==> src/rtl/pipeline_mem_bridge_pkg.sv <==
// Shared encodings for the unified memory bridge: FSM states and transaction owner.
// Imported by the arbiter and by the bridge top.
package pipeline_mem_bridge_pkg;

  typedef enum logic [1:0] {
    IDLE  = 2'd0,
    ISSUE = 2'd1,
    WAIT  = 2'd2,
    RESP  = 2'd3
  } state_t;

  typedef enum logic {
    OWN_I = 1'b0,
    OWN_D = 1'b1
  } owner_t;

  function automatic owner_t other_owner(input owner_t o);
    return (o == OWN_I) ? OWN_D : OWN_I;
  endfunction

endpackage

==> src/rtl/pipeline_mem_arb.sv <==
// Two-way arbiter between fetch and data ports.
// DPRIO != 0 gives dmem fixed priority; DPRIO == 0 alternates on conflict.
module pipeline_mem_arb
  import pipeline_mem_bridge_pkg::*;
#(
  parameter int DPRIO = 1
) (
  input  logic   clk,
  input  logic   rst,
  input  logic   grant_en,
  input  logic   imem_req,
  input  logic   dmem_req,
  output logic   grant_valid,
  output owner_t grant_owner
);

  owner_t last_owner;

  always_comb begin
    grant_valid = grant_en & (imem_req | dmem_req);
    grant_owner = OWN_I;
    if (dmem_req && !imem_req) begin
      grant_owner = OWN_D;
    end else if (dmem_req && imem_req) begin
      grant_owner = (DPRIO != 0) ? OWN_D : other_owner(last_owner);
    end
  end

  // Starts as "imem granted last" so the first conflict goes to dmem.
  always_ff @(posedge clk or negedge rst) begin
    if (!rst) begin
      last_owner <= OWN_I;
    end else if (grant_valid) begin
      last_owner <= grant_owner;
    end
  end

endmodule

==> src/rtl/pipeline_mem_bridge.sv <==
// Bridges the core's fetch and data ports onto one req/gnt/rvalid memory port,
// with per-port completion pulses, stall flags and an optional response timeout.
module pipeline_mem_bridge
  import pipeline_mem_bridge_pkg::*;
#(
  parameter int ADDR_W  = 32,
  parameter int DATA_W  = 32,
  parameter int DPRIO   = 1,
  parameter int TIMEOUT = 0,
  parameter int TO_W    = 8
) (
  input  logic                clk,
  input  logic                rst,
  input  logic                imem_req,
  input  logic [ADDR_W-1:0]   imem_addr,
  output logic [DATA_W-1:0]   imem_rdata,
  output logic                imem_ready,
  output logic                imem_err,
  input  logic                dmem_req,
  input  logic [ADDR_W-1:0]   dmem_addr,
  input  logic [DATA_W-1:0]   dmem_wdata,
  input  logic                dmem_we,
  input  logic [DATA_W/8-1:0] dmem_be,
  output logic [DATA_W-1:0]   dmem_rdata,
  output logic                dmem_ready,
  output logic                dmem_err,
  output logic                istall,
  output logic                dstall,
  output logic                mem_req,
  output logic [ADDR_W-1:0]   mem_addr,
  output logic [DATA_W-1:0]   mem_wdata,
  output logic                mem_we,
  output logic [DATA_W/8-1:0] mem_be,
  input  logic                mem_gnt,
  input  logic                mem_rvalid,
  input  logic [DATA_W-1:0]   mem_rdata
);

  localparam logic [TO_W-1:0] TO_LAST = (TIMEOUT > 0) ? TO_W'(TIMEOUT - 1) : '0;

  state_t          state;
  state_t          state_nxt;
  owner_t          owner;
  logic            err_q;
  logic [TO_W-1:0] to_cnt;
  logic            grant_valid;
  owner_t          grant_owner;
  logic            timed_out;
  logic            resp_done;

  pipeline_mem_arb #(
    .DPRIO(DPRIO)
  ) u_arb (
    .clk        (clk),
    .rst        (rst),
    .grant_en   (state == IDLE),
    .imem_req   (imem_req),
    .dmem_req   (dmem_req),
    .grant_valid(grant_valid),
    .grant_owner(grant_owner)
  );

  // to_cnt holds the number of WAIT cycles already completed, so the
  // TIMEOUT-th WAIT cycle without rvalid is the one that gives up.
  always_comb begin
    timed_out = (TIMEOUT > 0) && (state == WAIT) && !mem_rvalid && (to_cnt == TO_LAST);
    resp_done = (state == WAIT) && (mem_rvalid || timed_out);
    state_nxt = state;
    case (state)
      IDLE:    if (grant_valid) state_nxt = ISSUE;
      ISSUE:   if (mem_gnt) state_nxt = WAIT;
      WAIT:    if (resp_done) state_nxt = RESP;
      RESP:    state_nxt = IDLE;
      default: state_nxt = IDLE;
    endcase
  end

  always_ff @(posedge clk or negedge rst) begin
    if (!rst) begin
      state      <= IDLE;
      owner      <= OWN_I;
      err_q      <= 1'b0;
      to_cnt     <= '0;
      mem_addr   <= '0;
      mem_wdata  <= '0;
      mem_we     <= 1'b0;
      mem_be     <= '0;
      imem_rdata <= '0;
      dmem_rdata <= '0;
    end else begin
      state  <= state_nxt;
      to_cnt <= (state == WAIT && state_nxt == WAIT) ? to_cnt + 1'b1 : '0;

      if (state == IDLE && grant_valid) begin
        owner <= grant_owner;
        err_q <= 1'b0;
        if (grant_owner == OWN_D) begin
          mem_addr  <= dmem_addr;
          mem_wdata <= dmem_wdata;
          mem_we    <= dmem_we;
          mem_be    <= dmem_be;
        end else begin
          mem_addr  <= imem_addr;
          mem_wdata <= '0;
          mem_we    <= 1'b0;
          mem_be    <= '1;
        end
      end

      // A real response beats a timeout landing on the same cycle.
      if (resp_done) begin
        err_q <= !mem_rvalid;
        if (owner == OWN_D) begin
          dmem_rdata <= mem_rvalid ? mem_rdata : '0;
        end else begin
          imem_rdata <= mem_rvalid ? mem_rdata : '0;
        end
      end
    end
  end

  assign mem_req    = (state == ISSUE);
  assign imem_ready = (state == RESP) && (owner == OWN_I);
  assign dmem_ready = (state == RESP) && (owner == OWN_D);
  assign imem_err   = imem_ready & err_q;
  assign dmem_err   = dmem_ready & err_q;
  assign istall     = imem_req & ~imem_ready;
  assign dstall     = dmem_req & ~dmem_ready;

endmodule

==> config.mk <==
export PLATFORM = sky130hd
export DESIGN_NAME = pipeline_mem_bridge
export DESIGN_NICKNAME = d
export VERILOG_FILES = /design/src/rtl/pipeline_mem_bridge_pkg.sv /design/src/rtl/pipeline_mem_arb.sv /design/src/rtl/pipeline_mem_bridge.sv
export SDC_FILE = /design/constraint.sdc
export NUM_CORES = 1
export LEC_CHECK = 0
export CAP_MARGIN = 25
export CELL_PAD_IN_SITES_DETAIL_PLACEMENT = 1
export CELL_PAD_IN_SITES_GLOBAL_PLACEMENT = 2
export CORE_MARGIN = 8
export CORE_UTILIZATION = 26
export DETAILED_ROUTE_END_ITERATION = 8
export PLACE_DENSITY = 0.88
export SETUP_SLACK_MARGIN = 0.02
export SLEW_MARGIN = 20
export SYNTH_ARGS = -nofsm -noshare
export SYNTH_HDL_FRONTEND = slang
export SYNTH_SLANG_ARGS = --single-unit
==> constraint.sdc <==
create_clock -name clk -period 2.9 [get_ports clk]
set_clock_uncertainty 0.15 [all_clocks]
set_input_delay 0.435 -clock clk [delete_from_list [all_inputs] [get_ports clk]]
set_output_delay 0.435 -clock clk [all_outputs]
set_load 0.005 [all_outputs]
==> qor.txt <==
Status - finished, final reports clean
Ratio of cells with drive above 1 in the final layout - 14.8%
# setup viols final - 0
Fmax - 0.379 GHz
CTS tree - done
Final WL - 18.9 mm
Worst Path Max Fanout - 4
Crit path kind - register to primary output
Clock sinks - 137
FP Rows - 54
Worst vdd ir - 0.360 mV
Die area - 0.0270 mm2
Final worst path period share - 91.1%
Syn Area/Cell - 12.3 um2
Ys Warns - 0
Post-route insts no fill - 1036
Clock transition at path regs - 0.06 ns
Routed vias/inst - 4.27
Power per cell area - 1060 mW/mm2
Htree depth - 4
Clk root buf - clkbuf_16
RSZ-0062 raised after global routing - no
Nets - 887
Core area - 0.0218 mm2
Hold Crit Class - primary input to register
Number of DRC markers in iteration 0 - 206
Buffers on Ports - 278
DRT antenna net count - 0
Synth Register Bits - 137
Post-route DRC - 0
Vias in the first global route - 4973
Leak - 4.30 nW
# IOs - 279
Final Hold Fails - 0
Starting density of the core - 26.3%
Synth Cell Area - 0.00573 mm2
Register area share after synthesis - 59.9%
Post-CTS Setup Repair Bufs - 0
Via count - 4428
CP endpoint kind - primary output
Initial antenna violation count - 0
Slew headroom - 59.3%
Routed len/inst - 18.2 um
Measured slew at the worst slew-check pin - 0.610 ns
Inserted Clock Buffers - 17
GRT overflow - 0
Area growth syn-to-layout - 64.6%
GRT Total Usage - 14.0%
Arr. time, crit path - 2.06 ns
Ant diodes - 0
Worst skew pair latency - 0.41 ns
Largest net degree at the start of global routing - 87
RD Place Congestion - 0.747
Setup crit start kind - register
Max Slew Vio Count - 0
Critical Path RT - 2.32 ns
Max Cap Violations - 0
Clock period minus worst slack - 2.64 ns
Inst Count DP - 1003
First-pass GRT wire length - 29.2 mm
Syn nets - 610
Clock Tree Buf Depth - 2
DP HPWL - 14.3 mm
Final Hold Slack - 0.305 ns
DR pass1 iterations - 4
Post-synthesis cell count - 466
Setup TNS - 0 ns
Die Y-Extent - 164 um
Distinct cell type count after synthesis - 23
Die width - 164 um
-- timing repair --
action,in CTS,in global routing
hold endpoints to repair,34,0
hold buffers,1,0
gates resized for setup,0,0
-- critical path, stage by stage (launching register included) --
cell and delay, ns:
dfrtp_1 0.40, ha_1 0.20, nor2b_1 0.35, and2_1 0.18, clkdlybuf4s50_1 0.53
-- power by group --
| group | leakage, nW | switching [W] | internal (W) | total, W |
|---|---|---|---|---|
| registers | 1.69 | 0.000518 | 0.00287 | 0.00339 |
| clock network | 0.317 | 0.000912 | 0.00149 | 0.00240 |
| logic | 2.30 | 0.00157 | 0.00262 | 0.00418 |
-- placed cells by master (no fill, tap or decap), types with 2 or more instances in the layout --
master	count
buf_4	8
bufinv_16	4
mux2i_1	33
nor2_1	2
clkinv_4	2
clkbuf_16	17
inv_1	4
inv_6	3
nand3_1	33
mux2_4	30
buf_12	2
mux2_2	35
o21ai_0	36
dfrtp_1	137
inv_8	3
and2_1	2
ha_1	5
nor2b_1	7
clkdlybuf4s50_1	276
nand2_1	106
-- worst paths after layout --
| check | cells after the start | from | slack [ns] | endpoint |
|---|---|---|---|---|
| worst max-delay path | 4 | state[1] | 0.26 | imem_err |
| worst min-delay path | 3 | dmem_req | 0.30 | owner |
| worst max register to register | 6 | state[0] | 0.79 | imem_rdata[1] |
| worst min register to register | 2 | mem_wdata[19] | 0.32 | mem_wdata[19] |
| max in group asynchronous | 3 | rst | 1.50 | state[1] |
| min in group asynchronous | 2 | rst | 0.34 | mem_wdata[17] |
-- per-stage QoR --
| stage | total power, W | instance area (um2) | util, % | setup WS (ns) |
|---|---|---|---|---|
| 2_1_floorplan | 0.00499 | 5730 | - | 1.11 |
| 4_1_cts | 0.0102 | 9430 | 43.3 | 0.166 |
| 3_5_place_dp | 0.00771 | 8770 | 40.3 | 0.599 |
| 3_3_place_gp | 0.00757 | 8770 | 40.3 | 0.616 |
| 6_report | 0.00998 | 9430 | 43.3 | 0.259 |
| 5_1_grt | 0.0106 | 9430 | 43.3 | 0.0962 |
-- flip-flops by register name (all words and copies together), names as in the netlist --
signal and cells:
imem_rdata 32, owner 1, state 2, dmem_rdata 32, mem_we 1, err_q 1
mem_addr 32, mem_wdata 32, mem_be 4
-- synthesized netlist by cell type --
cell type / count / area, um2
or2_1: 1 / 6.26
buf_6: 1 / 11.3
buf_12: 3 / 60.1
nor2_1: 2 / 7.51
and3_1: 1 / 6.26
mux2_4: 30 / 450
nor2b_1: 7 / 43.8
dfrtp_1: 137 / 3430
buf_1: 3 / 11.3
mux2i_1: 33 / 330
clkbuf_1: 8 / 30.0
o21ai_2: 1 / 8.76
and3_2: 1 / 7.51
a222oi_1: 1 / 10.0
nand3_1: 34 / 170
and2_1: 2 / 12.5
o21ai_0: 36 / 180
buf_2: 12 / 60.1
inv_1: 4 / 15.0
mux2_2: 35 / 394
buf_4: 3 / 22.5
nand2_1: 106 / 398
ha_1: 5 / 62.6
-- metal layers --
metal	vias to the layer above	routed length (um)	GRT usage [%]
met5	-	0	0
met4	0	208	3.85
met3	16	1640	5.31
met2	159	9450	24.3
met1	2135	7570	15.8
li1	2118	-	-
-- cells by family after synthesis --
logic type	after synthesis	share of synthesized area, %
AND/OR/NAND/NOR	154	11.4
flip-flops	137	59.9
multiplexers	98	20.5
AO/OA/AOI/OAI	38	3.47
buffers and inverters	34	3.67
adder cells (fa/ha/maj)	5	1.09
-- layout make-up --
class,count,area [um2]
Fill cell,2334,12300
Sequential cell,137,3430
Timing Repair Buffer,288,2880
Multi-Input combinational cell,295,2100
Clock buffer,18,439
Tap cell,280,350
Clock inverter,14,210
Inverter,4,15.0
Power figures use the tool's default switching activity.
